File: src/rtl/cordic_pkg.sv
// Shared types and constants for the iterative CORDIC engine.
// Angle LUT, gain constant and quadrant helpers.
package cordic_pkg;

  typedef enum logic {
    ROTATE = 1'b0,
    VECTOR = 1'b1
  } cordic_mode_e;

  typedef enum logic [2:0] {
    IDLE,
    PRE,
    ITER,
    SCALE,
    DONE
  } cordic_state_e;

  function automatic int half_pi(input int aw);
    return 1 << (aw - 2);
  endfunction

  // round(2^15 * prod cos(atan 2^-i)) for i < iters
  function automatic int k_q(input int iters);
    case (iters)
      8:       return 19899;
      9:       return 19899;
      10:      return 19898;
      11:      return 19898;
      12:      return 19898;
      13:      return 19898;
      14:      return 19898;
      15:      return 19898;
      16:      return 19898;
      default: return 19898;
    endcase
  endfunction

  // atan(2^-i) in a 24-bit full circle, rounded to aw bits
  function automatic int atan_lut(input int i, input int aw);
    int t;
    case (i)
      0:       t = 2097152;
      1:       t = 1238021;
      2:       t = 654136;
      3:       t = 332050;
      4:       t = 166669;
      5:       t = 83416;
      6:       t = 41718;
      7:       t = 20860;
      8:       t = 10430;
      9:       t = 5215;
      10:      t = 2608;
      11:      t = 1304;
      12:      t = 652;
      13:      t = 326;
      14:      t = 163;
      15:      t = 81;
      default: t = 0;
    endcase
    if (aw < 24)
      return (t + (1 << (23 - aw))) >> (24 - aw);
    else if (aw == 24)
      return t;
    else
      return t << (aw - 24);
  endfunction

endpackage

File: src/rtl/cordic_engine_iter_if.sv
// Valid/ready bundle between the sample source,
// the CORDIC engine and the butterfly datapath.
interface cordic_engine_iter_if #(
  parameter int DATA_W  = 16,
  parameter int ANGLE_W = 16
);

  logic                      in_valid;
  logic                      in_ready;
  logic                      in_mode;
  logic signed [DATA_W-1:0]  x_in;
  logic signed [DATA_W-1:0]  y_in;
  logic signed [ANGLE_W-1:0] z_in;
  logic                      out_valid;
  logic                      out_ready;
  logic signed [DATA_W-1:0]  x_out;
  logic signed [DATA_W-1:0]  y_out;
  logic signed [ANGLE_W-1:0] z_out;

  modport master (
    output in_valid, in_mode,
    output x_in, y_in, z_in,
    output out_ready,
    input  in_ready, out_valid,
    input  x_out, y_out, z_out
  );

  modport slave (
    input  in_valid, in_mode,
    input  x_in, y_in, z_in,
    input  out_ready,
    output in_ready, out_valid,
    output x_out, y_out, z_out
  );

endinterface

File: src/rtl/cordic_atan_lut.sv
// Per-iteration arctangent table, indexed by
// the micro-rotation counter.
module cordic_atan_lut
  import cordic_pkg::*;
#(
  parameter int ANGLE_W = 16,
  parameter int ITERS   = 12
) (
  input  logic [3:0]               idx,
  output logic signed [ANGLE_W:0]  atan
);

  localparam int ZW = ANGLE_W + 1;

  logic signed [ZW-1:0] rom [16];

  for (genvar g = 0; g < 16; g++) begin : g_rom
    if (g < ITERS) begin : g_used
      assign rom[g] = ZW'(atan_lut(g, ANGLE_W));
    end else begin : g_unused
      assign rom[g] = '0;
    end
  end

  assign atan = rom[idx];

endmodule

File: src/rtl/cordic_engine_iter.sv
// Iterative CORDIC: one micro-rotation per clock,
// quadrant pre-rotation, optional gain compensation.
module cordic_engine_iter
  import cordic_pkg::*;
#(
  parameter int DATA_W    = 16,
  parameter int ANGLE_W   = 16,
  parameter int ITERS     = 12,
  parameter int GAIN_COMP = 1
) (
  input logic clk,
  input logic rst_n,
  cordic_engine_iter_if.slave bus
);

  localparam int XW = DATA_W + 2;
  localparam int ZW = ANGLE_W + 1;
  localparam int PW = XW + 17;

  localparam logic signed [ZW-1:0] HP =
    ZW'(half_pi(ANGLE_W));
  localparam logic [3:0] LAST = 4'(ITERS - 1);
  localparam logic signed [PW-1:0] SMAX =
    (PW'(1) <<< (DATA_W - 1)) - PW'(1);
  localparam logic signed [PW-1:0] SMIN = ~SMAX;

  if (ITERS < 8 || ITERS > 16) begin : g_iters_chk
    $error("cordic_engine_iter: ITERS outside 8..16");
  end

  cordic_state_e state, state_d;
  cordic_mode_e  mode;

  logic signed [XW-1:0] x, y;
  logic signed [XW-1:0] x_pre, y_pre;
  logic signed [XW-1:0] x_it, y_it;
  logic signed [ZW-1:0] z, z_pre, z_it, at;
  logic signed [PW-1:0] x_w, y_w;
  logic [3:0]           cnt;
  logic                 accept, dpos;

  logic signed [DATA_W-1:0]  xo, yo;
  logic signed [ANGLE_W-1:0] zo;

  assign bus.in_ready = rst_n &
    ((state == IDLE) |
     ((state == DONE) & bus.out_ready));
  assign bus.out_valid = (state == DONE);
  assign accept = bus.in_valid & bus.in_ready;
  assign bus.x_out = xo;
  assign bus.y_out = yo;
  assign bus.z_out = zo;

  cordic_atan_lut #(
    .ANGLE_W(ANGLE_W),
    .ITERS  (ITERS)
  ) u_lut (
    .idx (cnt),
    .atan(at)
  );

  function automatic logic signed [DATA_W-1:0]
    sat(input logic signed [PW-1:0] v);
    if (v > SMAX)
      return SMAX[DATA_W-1:0];
    else if (v < SMIN)
      return SMIN[DATA_W-1:0];
    else
      return v[DATA_W-1:0];
  endfunction

  // State register
  always_ff @(posedge clk or negedge rst_n) begin
    if (!rst_n) state <= IDLE;
    else        state <= state_d;
  end

  // Next-state: DONE hands straight to PRE on a same-cycle accept
  always_comb begin
    state_d = state;
    unique case (state)
      IDLE:  if (accept) state_d = PRE;
      PRE:   state_d = ITER;
      ITER:  if (cnt == LAST) state_d = SCALE;
      SCALE: state_d = DONE;
      DONE: begin
        if (accept)             state_d = PRE;
        else if (bus.out_ready) state_d = IDLE;
      end
      default: state_d = IDLE;
    endcase
  end

  // Quadrant fold into the convergence range
  always_comb begin
    x_pre = x;
    y_pre = y;
    z_pre = z;
    if (mode == ROTATE) begin
      if (z > HP) begin
        x_pre = -y;
        y_pre = x;
        z_pre = z - HP;
      end else if (z < -HP) begin
        x_pre = y;
        y_pre = -x;
        z_pre = z + HP;
      end
    end else if (x[XW-1]) begin
      if (!y[XW-1]) begin
        x_pre = y;
        y_pre = -x;
        z_pre = HP;
      end else begin
        x_pre = -y;
        y_pre = x;
        z_pre = -HP;
      end
    end
  end

  // One shift-add micro-rotation
  always_comb begin
    dpos = (mode == ROTATE) ? ~z[ZW-1] : y[XW-1];
    if (dpos) begin
      x_it = x - (y >>> cnt);
      y_it = y + (x >>> cnt);
      z_it = z - at;
    end else begin
      x_it = x + (y >>> cnt);
      y_it = y - (x >>> cnt);
      z_it = z + at;
    end
  end

  if (GAIN_COMP != 0) begin : g_gain
    localparam logic signed [PW-1:0] KQ =
      PW'(k_q(ITERS));
    localparam logic signed [PW-1:0] RND = PW'(16384);
    assign x_w = (PW'(x) * KQ + RND) >>> 15;
    assign y_w = (PW'(y) * KQ + RND) >>> 15;
  end else begin : g_raw
    assign x_w = PW'(x);
    assign y_w = PW'(y);
  end

  // Working registers: load, fold, iterate
  always_ff @(posedge clk or negedge rst_n) begin
    if (!rst_n) begin
      x    <= '0;
      y    <= '0;
      z    <= '0;
      cnt  <= '0;
      mode <= ROTATE;
    end else if (accept) begin
      x    <= XW'(bus.x_in);
      y    <= XW'(bus.y_in);
      z    <= bus.in_mode ? '0 : ZW'(bus.z_in);
      cnt  <= '0;
      mode <= cordic_mode_e'(bus.in_mode);
    end else begin
      case (state)
        PRE: begin
          x <= x_pre;
          y <= y_pre;
          z <= z_pre;
        end
        ITER: begin
          x   <= x_it;
          y   <= y_it;
          z   <= z_it;
          cnt <= cnt + 4'd1;
        end
        default: ;
      endcase
    end
  end

  // Result registers update only on SCALE -> DONE
  always_ff @(posedge clk or negedge rst_n) begin
    if (!rst_n) begin
      xo <= '0;
      yo <= '0;
      zo <= '0;
    end else if (state == SCALE) begin
      xo <= sat(x_w);
      yo <= sat(y_w);
      zo <= z[ANGLE_W-1:0];
    end
  end

endmodule

File: src/flat_wrapper.sv
// flat-port wrapper written by rule: the top's interface ports become plain ports
module cordic_engine_iter_flat import cordic_pkg::*;
#(
  parameter int DATA_W    = 16,
  parameter int ANGLE_W   = 16,
  parameter int ITERS     = 12,
  parameter int GAIN_COMP = 1
)
  (clk, rst_n, bus_in_valid, bus_in_mode, bus_x_in, bus_y_in, bus_z_in, bus_out_ready, bus_in_ready, bus_out_valid, bus_x_out, bus_y_out, bus_z_out);
  cordic_engine_iter_if #(.DATA_W(DATA_W), .ANGLE_W(ANGLE_W)) bus_i ();
  input logic clk;
  input logic rst_n;
  input wire logic [$bits(bus_i.in_valid)-1:0] bus_in_valid;
  input wire logic [$bits(bus_i.in_mode)-1:0] bus_in_mode;
  input wire logic [$bits(bus_i.x_in)-1:0] bus_x_in;
  input wire logic [$bits(bus_i.y_in)-1:0] bus_y_in;
  input wire logic [$bits(bus_i.z_in)-1:0] bus_z_in;
  input wire logic [$bits(bus_i.out_ready)-1:0] bus_out_ready;
  output wire logic [$bits(bus_i.in_ready)-1:0] bus_in_ready;
  output wire logic [$bits(bus_i.out_valid)-1:0] bus_out_valid;
  output wire logic [$bits(bus_i.x_out)-1:0] bus_x_out;
  output wire logic [$bits(bus_i.y_out)-1:0] bus_y_out;
  output wire logic [$bits(bus_i.z_out)-1:0] bus_z_out;
  assign bus_i.in_valid = bus_in_valid;
  assign bus_i.in_mode = bus_in_mode;
  assign bus_i.x_in = bus_x_in;
  assign bus_i.y_in = bus_y_in;
  assign bus_i.z_in = bus_z_in;
  assign bus_i.out_ready = bus_out_ready;
  assign bus_in_ready = bus_i.in_ready;
  assign bus_out_valid = bus_i.out_valid;
  assign bus_x_out = bus_i.x_out;
  assign bus_y_out = bus_i.y_out;
  assign bus_z_out = bus_i.z_out;
  cordic_engine_iter #(.DATA_W(DATA_W), .ANGLE_W(ANGLE_W), .ITERS(ITERS), .GAIN_COMP(GAIN_COMP)) u_core (.clk(clk), .rst_n(rst_n), .bus(bus_i));
endmodule
File: config.mk
export PLATFORM = sky130hd
export DESIGN_NAME = cordic_engine_iter_flat
export DESIGN_NICKNAME = d
export VERILOG_FILES = /design/src/rtl/cordic_pkg.sv /design/src/rtl/cordic_engine_iter_if.sv /design/src/rtl/cordic_atan_lut.sv /design/src/rtl/cordic_engine_iter.sv /design/src/flat_wrapper.sv
export SDC_FILE = /design/constraint.sdc
export NUM_CORES = 1
export LEC_CHECK = 0
export BUFFER_PORTS_ARGS = -buffer_cell sky130_fd_sc_hd__buf_4
export CAP_MARGIN = 10
export CORE_MARGIN = 4
export CORE_UTILIZATION = 50
export CTS_BUF_LIST = sky130_fd_sc_hd__clkbuf_8 sky130_fd_sc_hd__clkbuf_16
export DETAILED_ROUTE_END_ITERATION = 10
export PLACE_DENSITY = 0.74
export SETUP_SLACK_MARGIN = 0.2
export SYNTH_ARGS = -nofsm -noshare
export SYNTH_HDL_FRONTEND = slang
export SYNTH_SLANG_ARGS = --single-unit
File: constraint.sdc
create_clock -name clk -period 22.4 [get_ports clk]
set_input_delay 1.12 -clock clk [delete_from_list [all_inputs] [get_ports clk]]
set_output_delay 1.12 -clock clk [all_outputs]
set_load 0.01 [all_outputs]
# After elaboration in Yosys (flattened, before gate mapping)
# Memories as Yosys holds them, arrays and structs flattened.
# Cells that the tools add are included.
# word_totals
regBits,109
romBits,272
in_bits,53
out_inout_bits,50
memories,1
# classes
add_sub_neg,13
multipliers,2
order_cmp,7
n_eq_ne,10
shifts,2
muxes,39
n_bitwise,6
n_reduce_logical,6
# mem_list
memory,words,word_bits,rd,rd_clocked_by_memory_dff,wr,line,rtl
(name not given),16,17,1,0,0,cordic_atan_lut.sv:25,assign atan = rom[idx];
# op_table
operator,n
$mux 18,14
$mux 17,10
$pmux 18 s2,2
$add 34x16->35 const B,2
$mul 18x15->33 const B,2
$mux 16,4
$gt 20x16->1 const B,2
$lt 20x16->1 const B,2
$add 18x18->18,2
$neg 18->18,2
$sshr 18x4->18,2
$sub 18x18->18,2
$pmux 17 s2,1
$add 17x16->17 const B,1
$add 17x17->17,1
$gt 17x16->1 const B,1
$lt 17x15->1 const B,1
$sub 17x16->17 const B,1
$sub 17x17->17,1
$pmux 3 s5,1
$mux 3,4
$mux 4,2
$eq 3x2->1 const B,2
$reduce_and 3->1,2
other kinds (18),21

# Longest topological paths before layout
# logic_depth
word_depth,8
ltp_mapped,28
ltp_nobuf,26

# Hierarchy
# From an unflattened synthesis, not the netlist that was laid out.
# hier_totals
hier_cells,2656
area_unflattened_um2,23010.8
# modules_own_cells
mod,instances,cells_per_inst,area_per_inst_um2,seq_area_each_um2
cordic_engine_iter,1,2608,22701.8,2727.6
cordic_atan_lut,1,48,309.0,0.0

# Worst setup path before layout
# No wires, ideal clock.
# synth_timing
kind,reg-to-reg
startpoint,reg u_core.x[6]
endpoint,"reg u_core.xo[10], in the netlist u_core.bus.x_out[10]"
setup_ns,0.077
arrival_ns,7.095
path_slack_ns,15.228
stages_incl_launch_ff,29
n_path_buf,2
path_cell_list,dfrtp_1 -> inv_1 -> ha_1 -> inv_1 -> fa_1 -> fa_1 -> fa_1 -> inv_1 -> fa_1 -> inv_1 -> fa_1 -> inv_1 -> ha_1 -> a21oi_1 -> o21ai_0 -> a2bb2oi_1 -> nand2_1 -> xnor2_1 -> ha_1 -> inv_1 -> nor3b_1 -> nand4_1 -> or2_2 -> clkbuf_1 -> or2_2 -> a211oi_2 -> clkbuf_2 -> o21ai_0 -> a21oi_1
# synth_between
elab_chain_len,5
elab_cells_between_ends,6
cone_classes,add/sub (1); mul (1); order compare (2); mux (2)
# synth_lines
item,line,rtl
"start, declared",cordic_engine_iter.sv:34,"logic signed [XW-1:0] x, y;"
"start signal, assigned",cordic_engine_iter.sv:156,x <= XW'(bus.x_in);
"start signal, assigned",cordic_engine_iter.sv:164,x <= x_pre;
"start signal, assigned",cordic_engine_iter.sv:169,x <= x_it;
$mul 18x15->33 *,cordic_engine_iter.sv:140,assign x_w = (PW'(x) * KQ + RND) >>> 15;
$add 34x16->35 *,cordic_engine_iter.sv:140,
$lt 20x16->1,cordic_engine_iter.sv:66,else if (v < SMIN)
$mux 16,cordic_engine_iter.sv:66,
$mux 16 *,cordic_engine_iter.sv:64,if (v > SMAX)
"end signal, assigned",cordic_engine_iter.sv:186,xo <= sat(x_w);
"end, declared",cordic_engine_iter.sv:42,"logic signed [DATA_W-1:0] xo, yo;"
# Mark *: on every way between the ends. The rest lies on a longest branch, timed or not.
# A chain may end at the register's enable or synchronous reset.

# Worst setup path after layout
# layout_timing
startpoint,reg u_core.x[8]
endpoint,"reg u_core.xo[10], in the netlist u_core.bus.x_out[10]"
# The elaborated chain is that of the path after synthesis.

==> out/metrics.csv <==
stage,metric,value,unit
status,status,completed,
logic_synthesis,ys.flop_type,dfrtp_1,
logic_synthesis,synth_seq_cells,109,
route,drc,0,
sta,fmax,117,MHz
clock_tree,clockRootBuffer,clkbuf_16,
route,vias_per_cell,6.04,
sta,setup_viol,0,
floorplan,rows,78,
critical_path,start_kind,register,
clock_tree,cts_setup_buffers,0,
logic_synthesis,synth.avg_cell_area,8.60,µm²
sta,rsz0062_at_grt,false,
min_path,whs_path_depth,2,
grt,grt.total_usage,0.277,
clock_tree,cts-buffers-inserted,9,
critical_path,slowest_delay,760,ps
sta,finalSetupTns,0,ps
sta,layout_min_cycle_time,8540,ps
route,num_vias,20100,
critical_path,critPathArrivalTime,8870,ps
critical_path,cp_common_cell,inv_1,
min_path,hold_path_startpoint,u_core.bus.z_out[9]$_DFFE_PN0P_,
finish,nNetsFinal,3327,
floorplan,die_area,49500,µm²
floorplan,start_util,0.506,
clock_tree,cts.sinks,109,
clock_tree,insertion_delay,410,ps
min_path,min_path_type,register to register,
critical_path,ff2ff_setup_slack,13860,ps
min_path,min_to,u_core.bus.z_out[9]$_DFFE_PN0P_,
floorplan,io_pins,103,
flow_run,drv_cap,0,
grt,grt_start_max_net_pins,58,
floorplan,core-area,45500,µm²
logic_synthesis,synth_top_area_share,0.206,
clock_tree,path_clk_slew,80,ps
finish,drive_gt1_frac,0.0873,
logic_synthesis,synth_top_cells_by_count,"inv_1 (429), ha_1 (317), fa_1 (237)",
grt,antenna_found_initial,0,
clock_tree,cts_resized,0,
placed_design,post-dp-hpwl,55.5,mm
logic_synthesis,syn_area,23000,µm²
critical_path,crit_required,22730,ps
grt,grt_pass1_wl,110,mm
floorplan,die_w,223,µm
logic_synthesis,ys_top_cells_by_area,"fa_1 (21%), ha_1 (17%), dfrtp_1 (12%), inv_1 (7.0%), xnor2_1 (3.7%)",
logic_synthesis,syn_inst,2676,
sta,finalMaxSlewViolations,0,
route,dr.pass1.iters,6,
placed_design,gp_congestion,0.958,
logic_synthesis,yosys.area.top_type,fa_1,
critical_path,reg2reg_from,u_core.x[8]$_DFFE_PN0P_,
sta,skew,14.1,ps
critical_path,cp_top_family,adder cells,
grt,grt.overflow.total,0,
logic_synthesis,ys_warn_count,0,
clock_tree,htreeDepth,3,
critical_path,worstPathMaxFanout,15,
logic_synthesis,yosysMostFrequentCell,inv_1,
route,initialDrtViolationCount,1518,
placed_design,numPortBuffers,102,
finish,diodes,0,
sta,worst_pin_slew,1160,ps
logic_synthesis,synth-edff-count,0,
logic_synthesis,async_flop_share,1.00,
finish,area_growth_syn_to_layout,7.17,%
critical_path,cp_slowest_cell,dfrtp_1,
route,drt.antenna.violating_nets,0,
sta,max_slew_margin,0.208,
critical_path,reg2reg_depth,26,
route,avgRoutedWirePerCell,20.9,µm
critical_path,crit_start,u_core.x[8]$_DFFE_PN0P_,
clock_tree,clk_path_buf_depth,2,
logic_synthesis,synth.distinct_cells,90,
route,drt-total-wl,69.5,mm
sta,hold_viol_final,0,
critical_path,endpoint_kind,register,
clock_tree,hold_buffers,0,
floorplan,die_h,223,µm
clock_tree,cts_tree,done,
critical_path,criticalPathCategory,register to register,
sta,fin_crit_sh,0.381,
grt,grt_pass1_vias,20300,
critical_path,critPathBufInv,6,
logic_synthesis,ys_seq_area_frac,0.118,
critical_path,r2r_end,u_core.bus.x_out[10]$_DFFE_PN0P_,
logic_synthesis,synth_nets,3283,
-- layout by cell type (no fill, tap or decap), types with 18 or more instances in the layout --
| master | n |
|---|---|
| inv_1 | 430 |
| ha_1 | 317 |
| fa_1 | 237 |
| nand2_1 | 201 |
| nor2_1 | 167 |
| o21ai_0 | 166 |
| a21oi_1 | 160 |
| buf_4 | 127 |
| dfrtp_1 | 107 |
| xnor2_1 | 97 |
| xor2_1 | 64 |
| nand3_1 | 48 |
| nor3_1 | 45 |
| mux4_2 | 34 |
| a211oi_1 | 33 |
| mux2i_1 | 29 |
| a31oi_1 | 29 |
| and3_1 | 27 |
| a21o_1 | 20 |
| and2_1 | 20 |
| nand2b_1 | 19 |
| o31ai_1 | 19 |
| nor2b_1 | 19 |
| nand4_1 | 18 |
-- per-stage QoR --
step	area, µm²	std cells	hold WS, ps	util	setup WS, ps
floorplan	23000	2676	479	-	15230
global placement	24300	3308	461	0.535	14250
detailed placement	24300	3308	464	0.535	14030
CTS	24700	3324	485	0.542	14000
global route	24700	3325	513	0.542	13330
finish	24700	3325	481	0.542	13860
-- worst register-to-register path, stage by stage, from the launching register on --
cell,delay (ps)
dfrtp_1,760
inv_1,210
ha_1,370
inv_1,110
fa_1,530
fa_1,510
inv_1,60
fa_1,470
fa_1,540
inv_1,50
fa_1,530
inv_1,40
ha_1,330
a21oi_1,170
nand2_1,70
o211ai_1,480
o21ai_0,190
xor2_1,320
ha_1,210
inv_1,60
nor3b_1,420
nand4_1,240
or2_2,400
or2_2,340
a211oi_2,650
o21ai_0,210
a21oi_1,200
-- registers in the layout, summed over array words and instances (netlist names) --
name / cells
u_core.bus.z_out: 16
u_core.y: 18
u_core.x: 18
u_core.bus.x_out: 16
u_core.bus.y_out: 16
u_core.mode: 1
u_core.state: 3
u_core.cnt: 4
u_core.z: 17
-- logic make-up (layout without fill, tap and decap cells) --
group | after synthesis | in the layout | synth area share
adders and majority gates | 554 | 554 | 0.378
buffers and inverters | 528 | 577 | 0.0879
muxes | 69 | 69 | 0.0488
DFF | 109 | 109 | 0.118
and+or+nand+nor | 645 | 645 | 0.135
AOI/OAI and AO/OA | 610 | 610 | 0.170
xor gates and xnor gates | 161 | 161 | 0.0613
-- area by class of cell --
type                            count  area (µm²)
Timing Repair Buffer              128         961
Fill cell                        4203       20800
Clock inverter                      7        96.3
Clock buffer                        9         225
Inverter                          433        1630
Multi-Input combinational cell   2039       18300
Tap cell                          600         751
Sequential cell                   109        2730
-- per-layer routing --
metal  up-vias  wire (µm)  global-route usage
met2       794      32900               0.456
met5         -          0                   0
met1      9902      28600               0.357
met4         0       3030               0.112
met3       160       5070              0.0583
li1       9222          -                   -
-- worst max path at each step --
stage,slack [ps],end,depth (start not counted)
global route,13330,u_core.bus.x_out[8]$_DFFE_PN0P_,26
floorplan,15230,u_core.bus.x_out[10]$_DFFE_PN0P_,28
global placement,14250,u_core.bus.x_out[14]$_DFFE_PN0P_,26
CTS,14000,u_core.bus.x_out[8]$_DFFE_PN0P_,26
finish,13860,u_core.bus.x_out[10]$_DFFE_PN0P_,26
detailed placement,14030,u_core.bus.x_out[8]$_DFFE_PN0P_,26
Power is not shown: default switching activity piles up to over one toggle a cycle in this logic, so the estimate is an artifact.
